--- config.mk ---
export PLATFORM = sky130hd
export DESIGN_NAME = fabric_ff_init_seq
export DESIGN_NICKNAME = d
export VERILOG_FILES = /design/src/rtl/fabric_init_pkg.sv /design/src/rtl/fabric_init_cnt.sv /design/src/rtl/fabric_ff_init_seq.sv
export SDC_FILE = /design/constraint.sdc
export NUM_CORES = 1
export LEC_CHECK = 0
export ABC_AREA = 1
export BUFFER_PORTS_ARGS = -buffer_cell sky130_fd_sc_hd__buf_4
export CAP_MARGIN = 25
export CORE_AREA = 2 2 41 52
export CTS_BUF_LIST = sky130_fd_sc_hd__clkbuf_8
export DETAILED_ROUTE_END_ITERATION = 12
export DIE_AREA = 0 0 43 54
export PLACE_DENSITY = 0.71
export SYNTH_ARGS = -nofsm -noshare
export SYNTH_HDL_FRONTEND = slang
export SYNTH_SLANG_ARGS = --single-unit
--- constraint.sdc ---
create_clock -name clk -period 2.75 [get_ports clk]
set_input_delay 0.55 -clock clk [delete_from_list [all_inputs] [get_ports clk]]
set_output_delay 0.55 -clock clk [all_outputs]
set_load 0.01 [all_outputs]
--- src/rtl/fabric_init_pkg.sv ---
// Shared definitions for the fabric flip-flop initialisation sequencer:
// state encoding, phase-counter width and legal parameter limits.
package fabric_init_pkg;

    localparam int CNT_W    = 8;
    localparam int HOLD_MIN = 1;
    localparam int HOLD_MAX = 255;
    localparam int GAP_MIN  = 1;
    localparam int GAP_MAX  = 255;

    typedef enum logic [2:0] {
        ST_IDLE,
        ST_RST_HOLD,
        ST_SET_HOLD,
        ST_GAP,
        ST_RUN
    } state_e;

    // Keeps a phase length inside the range the 8-bit counter can express.
    function automatic int clamp_len(input int v, input int lo, input int hi);
        if (v < lo) return lo;
        if (v > hi) return hi;
        return v;
    endfunction

endpackage

--- src/rtl/fabric_init_cnt.sv ---
// Loadable 8-bit phase down-counter with a zero flag. It stops at zero
// rather than wrapping, so a phase can never be stretched by 256 cycles.
module fabric_init_cnt
    import fabric_init_pkg::*;
(
    input  logic             clk,
    input  logic             reset,
    input  logic             load_i,
    input  logic [CNT_W-1:0] load_val_i,
    input  logic             dec_i,
    output logic             zero_o
);

    logic [CNT_W-1:0] cnt_q;
    logic [CNT_W-1:0] cnt_d;

    // Load has priority over decrement; decrement saturates at zero.
    always_comb begin
        cnt_d = cnt_q;
        if (load_i) begin
            cnt_d = load_val_i;
        end else if (dec_i && (cnt_q != '0)) begin
            cnt_d = cnt_q - 1'b1;
        end
    end

    // Counter register, cleared by reset.
    always_ff @(posedge clk) begin
        if (reset) begin
            cnt_q <= '0;
        end else begin
            cnt_q <= cnt_d;
        end
    end

    assign zero_o = (cnt_q == '0);

endmodule

--- src/rtl/fabric_ff_init_seq.sv ---
// Fabric flip-flop initialisation sequencer. After the configuration chain
// is loaded it holds the global FF reset net for HOLD_CYCLES, waits
// GAP_CYCLES quiet cycles and then enables the fabric clock. A requester in
// RUN can ask for a re-initialisation and is acknowledged with a one-cycle
// init_ack when the fabric is running again.
// Optional feature macro: FABRIC_FF_INIT_SET_PHASE_EN adds a preset phase
// (ff_set) selected by init_set; without it ff_set is tied low and every
// request performs a clear.
module fabric_ff_init_seq
    import fabric_init_pkg::*;
#(
    parameter int HOLD_CYCLES = 4,
    parameter int GAP_CYCLES  = 2
)
(
    input  logic clk,
    input  logic reset,
    input  logic prog_done,
    input  logic init_req,
    input  logic init_set,
    output logic ff_reset,
    output logic ff_set,
    output logic clk_en,
    output logic init_ack,
    output logic busy
);

    localparam int HOLD_LEN = clamp_len(HOLD_CYCLES, HOLD_MIN, HOLD_MAX);
    localparam int GAP_LEN  = clamp_len(GAP_CYCLES, GAP_MIN, GAP_MAX);
    localparam logic [CNT_W-1:0] HOLD_LOAD = CNT_W'(HOLD_LEN - 1);
    localparam logic [CNT_W-1:0] GAP_LOAD  = CNT_W'(GAP_LEN - 1);

    state_e           state_q, state_d;
    logic             pending_q, pending_d;
    logic             ack_d;
    logic             cnt_load, cnt_dec, cnt_zero;
    logic [CNT_W-1:0] cnt_val;
    logic             ff_reset_q, clk_en_q, init_ack_q, busy_q;

    fabric_init_cnt u_cnt (
        .clk        (clk),
        .reset      (reset),
        .load_i     (cnt_load),
        .load_val_i (cnt_val),
        .dec_i      (cnt_dec),
        .zero_o     (cnt_zero)
    );

    // Next state, counter control, pending-request flag and ack generation.
    always_comb begin
        state_d   = state_q;
        pending_d = pending_q;
        ack_d     = 1'b0;
        cnt_load  = 1'b0;
        cnt_val   = '0;
        cnt_dec   = 1'b0;
        if (!prog_done) begin
            // Losing the configuration aborts everything, silently.
            state_d   = ST_IDLE;
            pending_d = 1'b0;
            cnt_load  = 1'b1;
            cnt_val   = '0;
        end else begin
            case (state_q)
                ST_IDLE: begin
                    state_d  = ST_RST_HOLD;
                    cnt_load = 1'b1;
                    cnt_val  = HOLD_LOAD;
                end
                ST_RST_HOLD, ST_SET_HOLD: begin
                    if (cnt_zero) begin
                        state_d  = ST_GAP;
                        cnt_load = 1'b1;
                        cnt_val  = GAP_LOAD;
                    end else begin
                        cnt_dec = 1'b1;
                    end
                end
                ST_GAP: begin
                    if (cnt_zero) begin
                        state_d   = ST_RUN;
                        ack_d     = pending_q;
                        pending_d = 1'b0;
                    end else begin
                        cnt_dec = 1'b1;
                    end
                end
                ST_RUN: begin
                    if (init_req) begin
                        pending_d = 1'b1;
                        cnt_load  = 1'b1;
                        cnt_val   = HOLD_LOAD;
`ifdef FABRIC_FF_INIT_SET_PHASE_EN
                        state_d   = init_set ? ST_SET_HOLD : ST_RST_HOLD;
`else
                        state_d   = ST_RST_HOLD;
`endif
                    end
                end
                default: state_d = ST_IDLE;
            endcase
        end
    end

    // State, flag and output registers; outputs decode the next state so
    // they change on the same edge as the state.
    always_ff @(posedge clk) begin
        if (reset) begin
            state_q    <= ST_IDLE;
            pending_q  <= 1'b0;
            ff_reset_q <= 1'b1;
            clk_en_q   <= 1'b0;
            init_ack_q <= 1'b0;
            busy_q     <= 1'b1;
        end else begin
            state_q    <= state_d;
            pending_q  <= pending_d;
            ff_reset_q <= (state_d == ST_IDLE) || (state_d == ST_RST_HOLD);
            clk_en_q   <= (state_d == ST_RUN);
            init_ack_q <= ack_d;
            busy_q     <= (state_d != ST_RUN);
        end
    end

`ifdef FABRIC_FF_INIT_SET_PHASE_EN
    logic ff_set_q;

    // Preset net register, active only in the preset hold phase.
    always_ff @(posedge clk) begin
        if (reset) begin
            ff_set_q <= 1'b0;
        end else begin
            ff_set_q <= (state_d == ST_SET_HOLD);
        end
    end

    assign ff_set = ff_set_q;
`else
    logic unused_init_set;
    assign unused_init_set = init_set;
    assign ff_set          = 1'b0;
`endif

    assign ff_reset = ff_reset_q;
    assign clk_en   = clk_en_q;
    assign init_ack = init_ack_q;
    assign busy     = busy_q;

endmodule

# == Yosys cells after proc, flatten, opt, wreduce, memory -nomap -nowiden ==
# Cells that the tools add are included.
# word_totals
input_bits,5
word_cells,54
reg_bits,16
out_inout_bits,5
# classes
muxes,21
bitwise_logic,3
n_eq_ne,9
add_sub_neg,1
n_reduce_logical,13
# op_table
cell,n
$mux W8,2
$mux W3,4
$pmux W3 S4,1
$mux W1,9
$logic_not A8 Y1,1
$reduce_bool A8 Y1,1
$sub A8 B1 Y8 const B,1
$eq A3 B1 Y1 const B,2
$eq A3 B2 Y1 const B,2
$eq A3 B3 Y1 const B,2
$logic_not A3 Y1,2
$pmux W2 S3,1
$mux W2,2
$ne A2 B2 Y1 const B,2
$reduce_bool A2 Y1,2
$reduce_or A2 Y1,2
$reduce_or A4 Y1,1
$ne A3 B3 Y1 const B,1
$not A1 Y1,3
$pmux W1 S3,1
$reduce_and A3 Y1,1
$reduce_or A3 Y1,1
$pmux W1 S2,1
$logic_and A1 B1 Y1,1
$logic_or A1 B1 Y1,1

# == Longest topological paths before layout ==
# Gate-level depths: netlist of the first run.
# logic_depth
word_depth,7
mapped_depth,10
mapped_depth_nobuf,10

# == By module ==
# From an unflattened synthesis of the first run, not the netlist that was laid out.
# unflattened
hier_cells,156
area_unflattened_um2,985.9
# modules_own_cells
module,seq_area_each_um2,n_inst,area_per_inst_um2,cells_each
fabric_init_cnt,160.2,1,600.6,104
fabric_ff_init_seq,160.2,1,385.4,52

# == Worst setup path before layout of the first run ==
# No wires, ideal clock.
# synth_timing
path_kind,input port to flip-flop
startpoint,in prog_done
endpoint,reg ff_reset_q (netlist: ff_reset)
t_required_ns,2.640
setup_ns,0.110
setup_slack_ns,1.319
path_buffers,1
cell_stages,8
arrival_time_ns,1.322
cell_sequence,buf_2 inv_2 nor2_1 inv_1 a21oi_1 nand2_1 inv_2 nor2_1
# synth_via
elab_chain_cells,3
word_cells_on_any_way,4
classes_between,1 x eq/ne; 1 x mux; 2 x reduce/logical
# synth_lines
item,line_no,source
"start, declared",fabric_ff_init_seq.sv:18,"input logic prog_done,"
$mux W3 *,fabric_ff_init_seq.sv:57,if (!prog_done) begin
$eq A3 B1 Y1 / $logic_not A3 Y1 (equally long branches),fabric_ff_init_seq.sv:118,ff_reset_q <= (state_d == ST_IDLE) || (state_d == ST_RST_HOLD);
$logic_or A1 B1 Y1 *,fabric_ff_init_seq.sv:118,
"end signal, assigned",fabric_ff_init_seq.sv:118,
"end, declared",fabric_ff_init_seq.sv:38,"logic ff_reset_q, clk_en_q, init_ack_q, busy_q;"
# Mark *: on every way between the ends. The rest lies on a longest branch, timed or not.
# A chain may end at the register's enable or synchronous reset.

# == Worst setup path after layout of the first run ==
# layout_timing
startpoint,reg u_cnt.cnt_q[0]
endpoint,reg u_cnt.cnt_q[5]
# layout_via
elab_chain_cells,6
word_cells_on_any_way,13
classes_between,1 x add/sub; 8 x mux; 4 x reduce/logical
# layout_lines
item,line_no,source
"start, declared",fabric_init_cnt.sv:14,logic [CNT_W-1:0] cnt_q;
"start signal, assigned",fabric_init_cnt.sv:32,cnt_q <= cnt_d;
branches (longest 6 deep; another with $sub A8 B1 Y8),-,
# Parallel ways; which one is timed is not known. The select of a mux whose other input is x is not followed.

==> flow_metrics.env, run 1 <==
export IMPL_cts_buffers=3
export IMPL_grt_first_pass_wirelength_um=3310
export IMPL_dieWidth_um=43
export IMPL_first_pass_iters=4
export IMPL_post_cts_buffers=0
export IMPL_clockRootBuffer="clkbuf_8"
export IMPL_max_stage_delay_ns=0.35
export IMPL_period_minus_slack_ns=1.53
export IMPL_switchingPower_uw=154
export IMPL_syn_num_nets=136
export IMPL_yosysWarnings=0
export IMPL_swShare_pct=27.8
export IMPL_crit_path_end_kind="register"
export IMPL_ys_types=28
export IMPL_met3_usage_pct=3.69
export IMPL_worstSetupPathType="reg -> reg"
export IMPL_drcViolationCount=0
export IMPL_outcome="complete, no violations"
export IMPL_grt_max_degree=11
export IMPL_fmax_mhz=652
export IMPL_gr_total_overflow=0
export IMPL_met1_usage_pct=20.0
export IMPL_die_area_um2=2320
export IMPL_gr_max_usage_layer="met2"
export IMPL_crit_arrival_ns=1.71
export IMPL_nets=145
export IMPL_hpwl_um=1420
export IMPL_worstPathRequired_ns=2.93
export IMPL_htreeDepth=1
export IMPL_io_buffers=7
export IMPL_area_delta_synth_final_pct=12.2
export IMPL_num_rows=18
export IMPL_syn_area_um2=946
export IMPL_drive_above_1_share_pct=24.8
export IMPL_seqCellArea_um2=320
export IMPL_final_core_util_pct=56.1
export IMPL_period_share_pct=55.8
export IMPL_p_comb_share_pct=19.0
export IMPL_clk_pin_slew_ns=0.06
export IMPL_cp_start_kind="register"
export IMPL_grtUsageTotal_pct=19.0
export IMPL_antenna_found_initial=0
export IMPL_grt_pass1_vias=828
export IMPL_clock_skew_ns=0.00361
export IMPL_place_gp_congestion=0.781
export IMPL_die_h_um=54
export IMPL_cts_hold_buf=0
export IMPL_hold_path_class="reg -> reg"
export IMPL_critPathTopFamily="compound AO/OA/AOI/OAI gates"
export IMPL_antenna_left=0
export IMPL_seqPwrFrac_pct=43.4
export IMPL_slew_violations=0
export IMPL_crit_chain="inv_2, ha_1, nand2_1, nor2_8, a21oi_4, nand4_1, a21oi_1"
export IMPL_cts_repair_resized=0
export IMPL_internal_power_uw=400
export IMPL_timing_critical_path_buf_inv=1
export IMPL_start_util_pct=50.0
export IMPL_setup_viol=0
export IMPL_vias=823
export IMPL_max_cap_violations=0
export IMPL_clk_latency_ns=0.25
export IMPL_core_um2=1890
export IMPL_power_density_nw_per_um2=523
export IMPL_avgViaCountPerCell=5.24
export IMPL_cts_tree="yes"
export IMPL_setup_tns_ns=0
export IMPL_syn_area_per_cell_um2=7.33
export IMPL_io_pins=10
export IMPL_crit_path_max_fanout=8
export IMPL_p_leak_uw=0.000501
export IMPL_fillers=178
export IMPL_timing_final_hold_violations=0
export IMPL_cts_max_path_buffers=2
export IMPL_rsz0062_at_grt="no"
export IMPL_clkPwrFrac_pct=37.6
export IMPL_vdd_ir_drop_worst_v=0.000376
export IMPL_first_iter_violations=14
export IMPL_synth_seq_cells=16
export IMPL_syn_inst=129
export IMPL_avgRoutedWirePerCell_um=11.9
export IMPL_use_met2_pct=35.4
export IMPL_synth_seq_area_share_pct=33.9
export IMPL_diodes=0
export IMPL_slowest_stage="dfxtp_1"
export IMPL_wl_um=1870
export IMPL_cts_sinks=16
export IMPL_multi_input_area_um2=526
==> logic make-up after synthesis <==
group | count (synthesis) | share of synthesized area, %
compound gates | 16 | 11.1
xor+xnor | 3 | 2.78
fa+ha+maj | 2 | 2.65
buf+inv | 25 | 10.6
flops | 16 | 33.9
other cells | 1 | 0.396
simple gates | 66 | 38.6
==> routing by layer <==
metal  routed length (um)  vias up  part of all wire [%]
li1                     -      430                     -
met1                  801      374                    43
met2                  978       15                    52
met3                   63        4                   3.4
met4                   27        0                   1.4
met5                    0        -                     0
==> sequential cells by signal, summed over array words and instances (netlist names) <==
signal,cells
ff_reset,1
clk_en,1
busy,1
pending_q,1
init_ack,1
state_q,3
u_cnt.cnt_q,8
==> final cells by class <==
class | count | share of cell area (%)
clock buffers | 4 | 5.19
inverters | 22 | 7.78
multi-input cells | 88 | 49.5
flip-flops and latches | 16 | 30.2
well taps | 20 | 2.36
repair buffers | 7 | 4.95
==> cells in the mapped netlist (all sizes together) <==
master / number / area (um2)
nor3: 1 / 5.00
nand3: 9 / 57.6
conb: 1 / 3.75
nand2: 31 / 136
dfxtp: 16 / 320
a21oi: 9 / 60.1
o21ai: 2 / 10.0
o211ai: 1 / 7.51
nor2: 17 / 116
xor2: 3 / 26.3
inv: 22 / 82.6
buf: 3 / 17.5
o21bai: 1 / 7.51
nand4: 8 / 50.1
o31ai: 1 / 7.51
a31oi: 2 / 12.5
ha: 2 / 25.0
==> power groups by stage <==
| stage | registers [uW] | logic [uW] | clock network [uW] |
|---|---|---|---|
| after floorplan | 246 | 87.5 | 0 |
| after global placement | 246 | 104 | 0 |
| after detailed placement | 246 | 105 | 0 |
| after CTS | 241 | 107 | 214 |
| after global routing | 241 | 119 | 219 |
| final | 241 | 105 | 208 |
==> final timing paths <==
kind                    endpoint  slack, ns      startpoint  depth (start not counted)
setup / recovery  u_cnt.cnt_q[5]       1.22  u_cnt.cnt_q[0]                          7
hold / removal          init_ack       0.46       pending_q                          2
setup reg to reg  u_cnt.cnt_q[5]       1.22  u_cnt.cnt_q[0]                          7
hold reg to reg         init_ack       0.46       pending_q                          2
==> worst min-delay path, cell delays in order, from the launching register on <==
cell and delay, ns:
dfxtp_1 0.31, nand2_1 0.06, nor2_1 0.04
==> cells in the final DEF, fill, tap and decap left out, types with 3 or more instances in the layout <==
cell / netlist / layout
nand3_1: 8 / 8
dfxtp_1: 16 / 16
buf_4: 1 / 7
xor2_1: 3 / 3
inv_1: 12 / 12
inv_2: 10 / 10
nand2_1: 27 / 27
nand4_1: 8 / 8
nor2_1: 11 / 11
clkbuf_8: 0 / 4
a21oi_1: 7 / 7
==> per-stage QoR <==
stage	hold slack [ns]	area, um2	total power, uW	worst slack, ns	std cells
floorplan	0.422	946	333	1.32	129
global placement	0.446	1010	350	1.21	153
detailed placement	0.455	1010	351	1.18	153
CTS	0.466	1060	561	1.21	157
global route	0.489	1060	579	1.10	157
finish	0.457	1060	555	1.22	157
No activity file was read; power rests on OpenSTA's default activity.
==> run 2, diff against run 1 <==
==> constraint.sdc (replaced) <==
create_clock -name clk -period 1.6 [get_ports clk]
set_input_delay 0.32 -clock clk [delete_from_list [all_inputs] [get_ports clk]]
set_output_delay 0.32 -clock clk [all_outputs]
set_load 0.01 [all_outputs]
==> run 2 against run 1 <==
Clock-buffer cell count unchanged. Worst setup slack worse by 1.1 ns. Combinational power up 79%. Sequential cell count unchanged. Sequential power up 72%. Register-to-register slack worse by 1.1 ns.
==> flow_metrics.env, run 2 (synthesis gave the netlist of run 1 again) <==
export IMPL_outcome="complete, no violations"
export IMPL_r2r_slack_ns=0.12
export IMPL_fmax_mhz=675
export IMPL_met1_usage_pct=22.0
export IMPL_htreeDepth=1
export IMPL_hpwl_um=1420
export IMPL_worstSetupPathType="reg -> reg"
export IMPL_grt_max_degree=11
export IMPL_cp_start_kind="register"
export IMPL_cts_hold_buf=0
export IMPL_place_gp_congestion=0.816
export IMPL_regMostFlops="u_cnt.cnt_q"
export IMPL_endpoint="u_cnt.cnt_q[5]"
export IMPL_reg2regPathDepth=7
export IMPL_first_iter_violations=31
export IMPL_start_util_pct=50.0
export IMPL_io_pins=10
export IMPL_die_h_um=54
export IMPL_crit_path_max_fanout=8
export IMPL_slew_violations=0
export IMPL_cts_tree="yes"
export IMPL_clk_pin_slew_ns=0.07
export IMPL_p_leak_uw=0.000509
export IMPL_crit_arrival_ns=1.67
export IMPL_swShare_pct=28.5
export IMPL_nets=147
export IMPL_antenna_found_initial=0
export IMPL_area_delta_synth_final_pct=13.8
export IMPL_crit_path_end_kind="register"
export IMPL_gr_total_overflow=0
export IMPL_grt_first_pass_wirelength_um=3230
export IMPL_use_met2_pct=33.1
export IMPL_post_cts_buffers=0
export IMPL_reg_top3="u_cnt.cnt_q: 8 flops, state_q: 3 flops"
export IMPL_mostFrequentLayoutCell="nand2_1"
export IMPL_crit_start="u_cnt.cnt_q[0]"
export IMPL_first_pass_iters=4
export IMPL_vias=832
export IMPL_p_comb_share_pct=19.3
export IMPL_grtUsageTotal_pct=18.9
export IMPL_clk_latency_ns=0.25
export IMPL_grt_pass1_vias=735
export IMPL_cts_max_path_buffers=2
export IMPL_diodes=0
export IMPL_period_share_pct=92.6
export IMPL_total_power_uw=970
export IMPL_cts_repair_resized=0
export IMPL_rsz0062_at_grt="no"
export IMPL_switchingPower_uw=276
export IMPL_core_um2=1890
export IMPL_clockRootBuffer="clkbuf_8"
export IMPL_wl_um=1910
export IMPL_cts_buffers=3
export IMPL_final_cell_mix="27 x nand2_1, 16 x dfxtp_1, 12 x inv_1"
export IMPL_r2r_start="u_cnt.cnt_q[0]"
export IMPL_antenna_left=0
export IMPL_largest_register_ffs=8
export IMPL_power_density_nw_per_um2=902
export IMPL_clkPwrFrac_pct=38.0
export IMPL_setup_viol=0
export IMPL_drive_above_1_share_pct=25.9
export IMPL_io_buffers=7
export IMPL_timing_final_hold_violations=0
export IMPL_vdd_ir_drop_worst_v=0.000551
export IMPL_dpl_cell_area_um2=1020
export IMPL_worstPathRequired_ns=1.78
export IMPL_die_area_um2=2320
export IMPL_avgViaCountPerCell=5.23
export IMPL_setup_tns_ns=0
export IMPL_gr_max_usage_layer="met2"
export IMPL_cts_sinks=16
export IMPL_dieWidth_um=43
export IMPL_clock_skew_ns=0.00280
export IMPL_timing_rr_end="u_cnt.cnt_q[5]"
export IMPL_drcViolationCount=0
export IMPL_seqPwrFrac_pct=42.7
export IMPL_avgRoutedWirePerCell_um=12.0
export IMPL_max_cap_violations=0
export IMPL_internal_power_uw=694
export IMPL_met3_usage_pct=4.03
export IMPL_num_rows=18
export IMPL_hold_path_class="in -> reg"
export IMPL_period_minus_slack_ns=1.48
export IMPL_final_area_um2=1080
-- run 2: routing by layer --
layer | share of wire [%] | wire [um]
met5 | 0 | 0
met4 | 1.8 | 34
met3 | 3.9 | 74
met2 | 50 | 961
met1 | 44 | 842
-- run 2: per-stage QoR --
stage               worst slack (ns)  utilization [%]  cells  hold WS [ns]
floorplan                      0.242                -    129         0.422
global placement               0.153             54.0    155         0.449
detailed placement             0.141             54.0    155         0.457
CTS                            0.128             56.9    159         0.295
global route                  0.0160             56.9    159         0.302
finish                         0.119             56.9    159         0.299
-- run 2: layout make-up --
type	count	area, um2
clock buffers	4	55.1
fillers	175	816
inverters	22	82.6
multi-input cells	88	526
flip-flops and latches	16	320
well taps	20	25.0
repair buffers	9	67.6
-- run 2: worst min-delay path by stage --
stage | from | endpoint | slack [ns] | cells past startpoint
after detailed placement | pending_q | init_ack | 0.46 | 2
final | reset | u_cnt.cnt_q[3] | 0.30 | 2
after global routing | reset | u_cnt.cnt_q[2] | 0.30 | 2
after CTS | reset | u_cnt.cnt_q[6] | 0.29 | 2
after floorplan | pending_q | init_ack | 0.42 | 2
after global placement | pending_q | init_ack | 0.45 | 2
-- run 2: critical path: stages, from the launching register on --
cell	delay, ns
dfxtp_1	0.34
inv_2	0.05
ha_1	0.18
nand2_1	0.19
nor2_8	0.09
a21oi_4	0.26
nand4_1	0.13
a21oi_1	0.17
-- run 2: power groups by stage --
stage / Sequential [uW] / Combinational (uW) / Clock [uW]
3_3_place_gp: 423 / 185 / 0
5_1_grt: 415 / 208 / 389
3_5_place_dp: 423 / 187 / 0
4_1_cts: 414 / 188 / 380
2_1_floorplan: 422 / 150 / 0
6_report: 414 / 188 / 368
==> run 3, diff against run 2 <==
--- a/config.mk
+++ b/config.mk
@@ -5,14 +5,14 @@
 export SDC_FILE = /design/constraint.sdc
 export NUM_CORES = 1
 export LEC_CHECK = 0
-export ABC_AREA = 1
+export ABC_AREA = 0
 export BUFFER_PORTS_ARGS = -buffer_cell sky130_fd_sc_hd__buf_4
 export CAP_MARGIN = 25
-export CORE_AREA = 2 2 41 52
+export CORE_AREA = 2 2 40 51
 export CTS_BUF_LIST = sky130_fd_sc_hd__clkbuf_8
 export DETAILED_ROUTE_END_ITERATION = 12
-export DIE_AREA = 0 0 43 54
-export PLACE_DENSITY = 0.71
+export DIE_AREA = 0 0 42 53
+export PLACE_DENSITY = 0.69
 export SYNTH_ARGS = -nofsm -noshare
 export SYNTH_HDL_FRONTEND = slang
 export SYNTH_SLANG_ARGS = --single-unit
==> run 3 against run 2 <==
Die area is 4.1% lower. Critical endpoint is now u_cnt.cnt_q[1]. Worst setup slack worse by 0.12 ns. Critical path type unchanged. Design area is 7.6% higher. First-iteration DRC count is 32% lower. Routed wire length is 6.6% higher. Utilization is 10 points higher. Synthesized cell count is 19% lower. Clock-buffer cell count stayed put. Largest power group unchanged. Global-route usage is 2.3 points higher. Register-to-register slack worse by 0.12 ns.
==> flow_metrics.env, run 3 <==
export IMPL_final_core_util_pct=67.2
export IMPL_outcome="complete, no violations"
export IMPL_die_area_um2=2230
export IMPL_synth_seq_area_share_pct=35.4
export IMPL_ys_types=35
export IMPL_synth_area_leaders="dfxtp_1 35%, mux2i_1 5.5%, nand3_1 5.5%, nand4_1 4.8%, nor2_1 3.7%"
export IMPL_clk_pin_slew_ns=0.06
export IMPL_internal_power_uw=733
export IMPL_grt_pass1_vias=824
export IMPL_p_comb_share_pct=21.9
export IMPL_dieWidth_um=42
export IMPL_synth_edf_count=0
export IMPL_seqPwrFrac_pct=42.0
export IMPL_grt_first_pass_wirelength_um=3480
export IMPL_ys_flop_type="dfxtp_1"
export IMPL_syn_inst=105
export IMPL_reg2regPathDepth=6
export IMPL_syn_area_um2=906
export IMPL_swShare_pct=26.4
export IMPL_start_util_pct=52.6
export IMPL_period_minus_slack_ns=1.60
export IMPL_avgRoutedWirePerCell_um=14.0
export IMPL_mostFrequentLayoutCell="buf_4"
export IMPL_syn_num_nets=112
export IMPL_grt_max_degree=13
export IMPL_first_pass_iters=4
export IMPL_area_delta_synth_final_pct=27.8
export IMPL_met3_length_um=47
export IMPL_crit_path_max_fanout=7
export IMPL_fillers=146
export IMPL_cts_tree="yes"
export IMPL_clkPwrFrac_pct=36.1
export IMPL_setup_tns_ns=0
export IMPL_timing_rr_end="u_cnt.cnt_q[1]"
export IMPL_htreeDepth=1
export IMPL_dr_max_layer_used="met4"
export IMPL_gr_total_overflow=0
export IMPL_rsz0062_at_grt="yes"
export IMPL_wl_um=2040
export IMPL_core_um2=1720
export IMPL_final_area_um2=1160
export IMPL_syn_area_per_cell_um2=8.63
export IMPL_timing_critical_path_buf_inv=1
export IMPL_clk_latency_ns=0.25
export IMPL_power_density_nw_per_um2=860
export IMPL_first_iter_violations=21
export IMPL_worstSetupPathType="reg -> reg"
export IMPL_drive_above_1_share_pct=34.6
export IMPL_antenna_left=0
export IMPL_crit_start="u_cnt.cnt_q[1]"
export IMPL_worstPathRequired_ns=1.74
export IMPL_r2r_start="u_cnt.cnt_q[1]"
export IMPL_switchingPower_uw=263
export IMPL_die_h_um=53
export IMPL_slew_violations=0
export IMPL_cts_buffers=3
export IMPL_io_pins=10
export IMPL_largest_register_ffs=8
export IMPL_fmax_mhz=626
export IMPL_wl_met2_um=1040
export IMPL_async_flop_share_pct=0
export IMPL_seqCellArea_um2=323
export IMPL_synth_common_cells="16 x dfxtp_1, 10 x nand3_1, 9 x nor2_1, 7 x nand4_1, 6 x a21oi_1"
export IMPL_crit_arrival_ns=1.74
export IMPL_nets=135
export IMPL_yosysTopAreaCell="dfxtp_1"
export IMPL_drcViolationCount=0
export IMPL_place_gp_congestion=0.855
export IMPL_path_depth=6
export IMPL_clock_skew_ns=0.00338
export IMPL_period_share_pct=99.9
export IMPL_r2r_slack_ns=0.001
export IMPL_vias=842
export IMPL_grtUsageTotal_pct=21.2
export IMPL_slowest_stage="a211o_4"
export IMPL_io_buffers=7
export IMPL_antenna_found_initial=0
export IMPL_crit_chain="inv_2, ha_2, nor3b_4, a211o_4, nand4_1, mux2_4"
export IMPL_yosysWarnings=0
export IMPL_num_rows=17
export IMPL_synth_seq_cells=16
export IMPL_dpl_cell_area_um2=1070
export IMPL_reg_top3="u_cnt.cnt_q: 8 flops, state_q: 3 flops"
export IMPL_max_stage_delay_ns=0.37
export IMPL_avgViaCountPerCell=5.77
export IMPL_diodes=0
export IMPL_p_leak_uw=0.000492
export IMPL_cts_max_path_buffers=2
export IMPL_synth_most_common_cell="dfxtp_1"
export IMPL_setup_viol=0
export IMPL_vdd_ir_drop_worst_v=0.000554
export IMPL_clockRootBuffer="clkbuf_8"
export IMPL_critPathTopFamily="compound AO/OA/AOI/OAI gates"
export IMPL_hpwl_um=1460
export IMPL_cp_start_kind="register"
export IMPL_timing_final_hold_violations=0
export IMPL_multi_input_area_um2=553
export IMPL_max_cap_violations=0
export IMPL_endpoint="u_cnt.cnt_q[1]"
export IMPL_hold_path_class="in -> reg"
export IMPL_regMostFlops="u_cnt.cnt_q"
export IMPL_cts_sinks=16
export IMPL_synth_top_area_share_pct=35.4
export IMPL_crit_path_end_kind="register"
export IMPL_met1_length_um=907
export IMPL_final_cell_mix="25 x buf_4, 14 x dfxtp_1, 10 x nand3_1"
==> run 3: area by class of cell <==
type | instances | share of cell area [%]
clock buffers | 4 | 4.76
repair buffers | 25 | 16.2
multi-input cells | 78 | 47.8
flip-flops and latches | 16 | 27.9
inverters | 4 | 1.30
well taps | 19 | 2.05
==> run 3: kinds of logic after synthesis <==
kind of cell             synth area share [%]
multiplexers                             6.77
buffers and inverters                    6.91
flip-flops                               35.4
XOR/XNOR                                 3.87
AO/OA/AOI/OAI                            16.2
adder cells (fa/ha/maj)                  2.76
AND/OR/NAND/NOR                          27.8
other                                   0.414
==> run 3: timing repair <==
action                                  4_1_cts  5_1_grt
pin swaps                                     3        3
endpoints found under the setup margin        4       12
hold buffers                                  0        0
gates resized for setup                       3        2
setup buffers                                 0        1
==> run 3: worst min path at each step <==
stage | cells after the start | slack, ns | endpoint | startpoint
after CTS | 3 | 0.36 | pending_q | init_req
final | 3 | 0.37 | pending_q | init_req
after global routing | 3 | 0.39 | pending_q | init_req
after global placement | 2 | 0.46 | init_ack | pending_q
after floorplan | 2 | 0.43 | init_ack | pending_q
after detailed placement | 2 | 0.46 | init_ack | pending_q
==> run 3: routing by layer <==
metal	GRT usage, %	vias to the layer above
met5	0	-
met4	16.7	0
met3	3.75	5
met2	36.2	16
met1	23.1	401
li1	-	420
==> run 3: per-stage QoR <==
stage | worst slack (ns) | hold WS, ns | total power, uW | cells
4_1_cts | 0.00265 | 0.360 | 998 | 145
6_report | 0.00129 | 0.368 | 995 | 146
2_1_floorplan | 0.00173 | 0.427 | 563 | 105
3_5_place_dp | -0.0385 | 0.459 | 631 | 141
5_1_grt | -0.0856 | 0.388 | 1050 | 146
3_3_place_gp | -0.0108 | 0.462 | 625 | 141
==> run 3: power by group through the flow <==
stage	clock (uW)	combinational [uW]	sequential, uW
4_1_cts	373	208	418
3_3_place_gp	0	199	426
5_1_grt	387	239	419
6_report	360	218	418
2_1_floorplan	0	139	424
3_5_place_dp	0	205	426
==> run 3: worst reg2reg max path: stages (launching register included) <==
cell and delay, ns:
dfxtp_2 0.34, inv_2 0.04, ha_2 0.16, nor3b_4 0.16, a211o_4 0.37, nand4_1 0.11, mux2_4 0.30
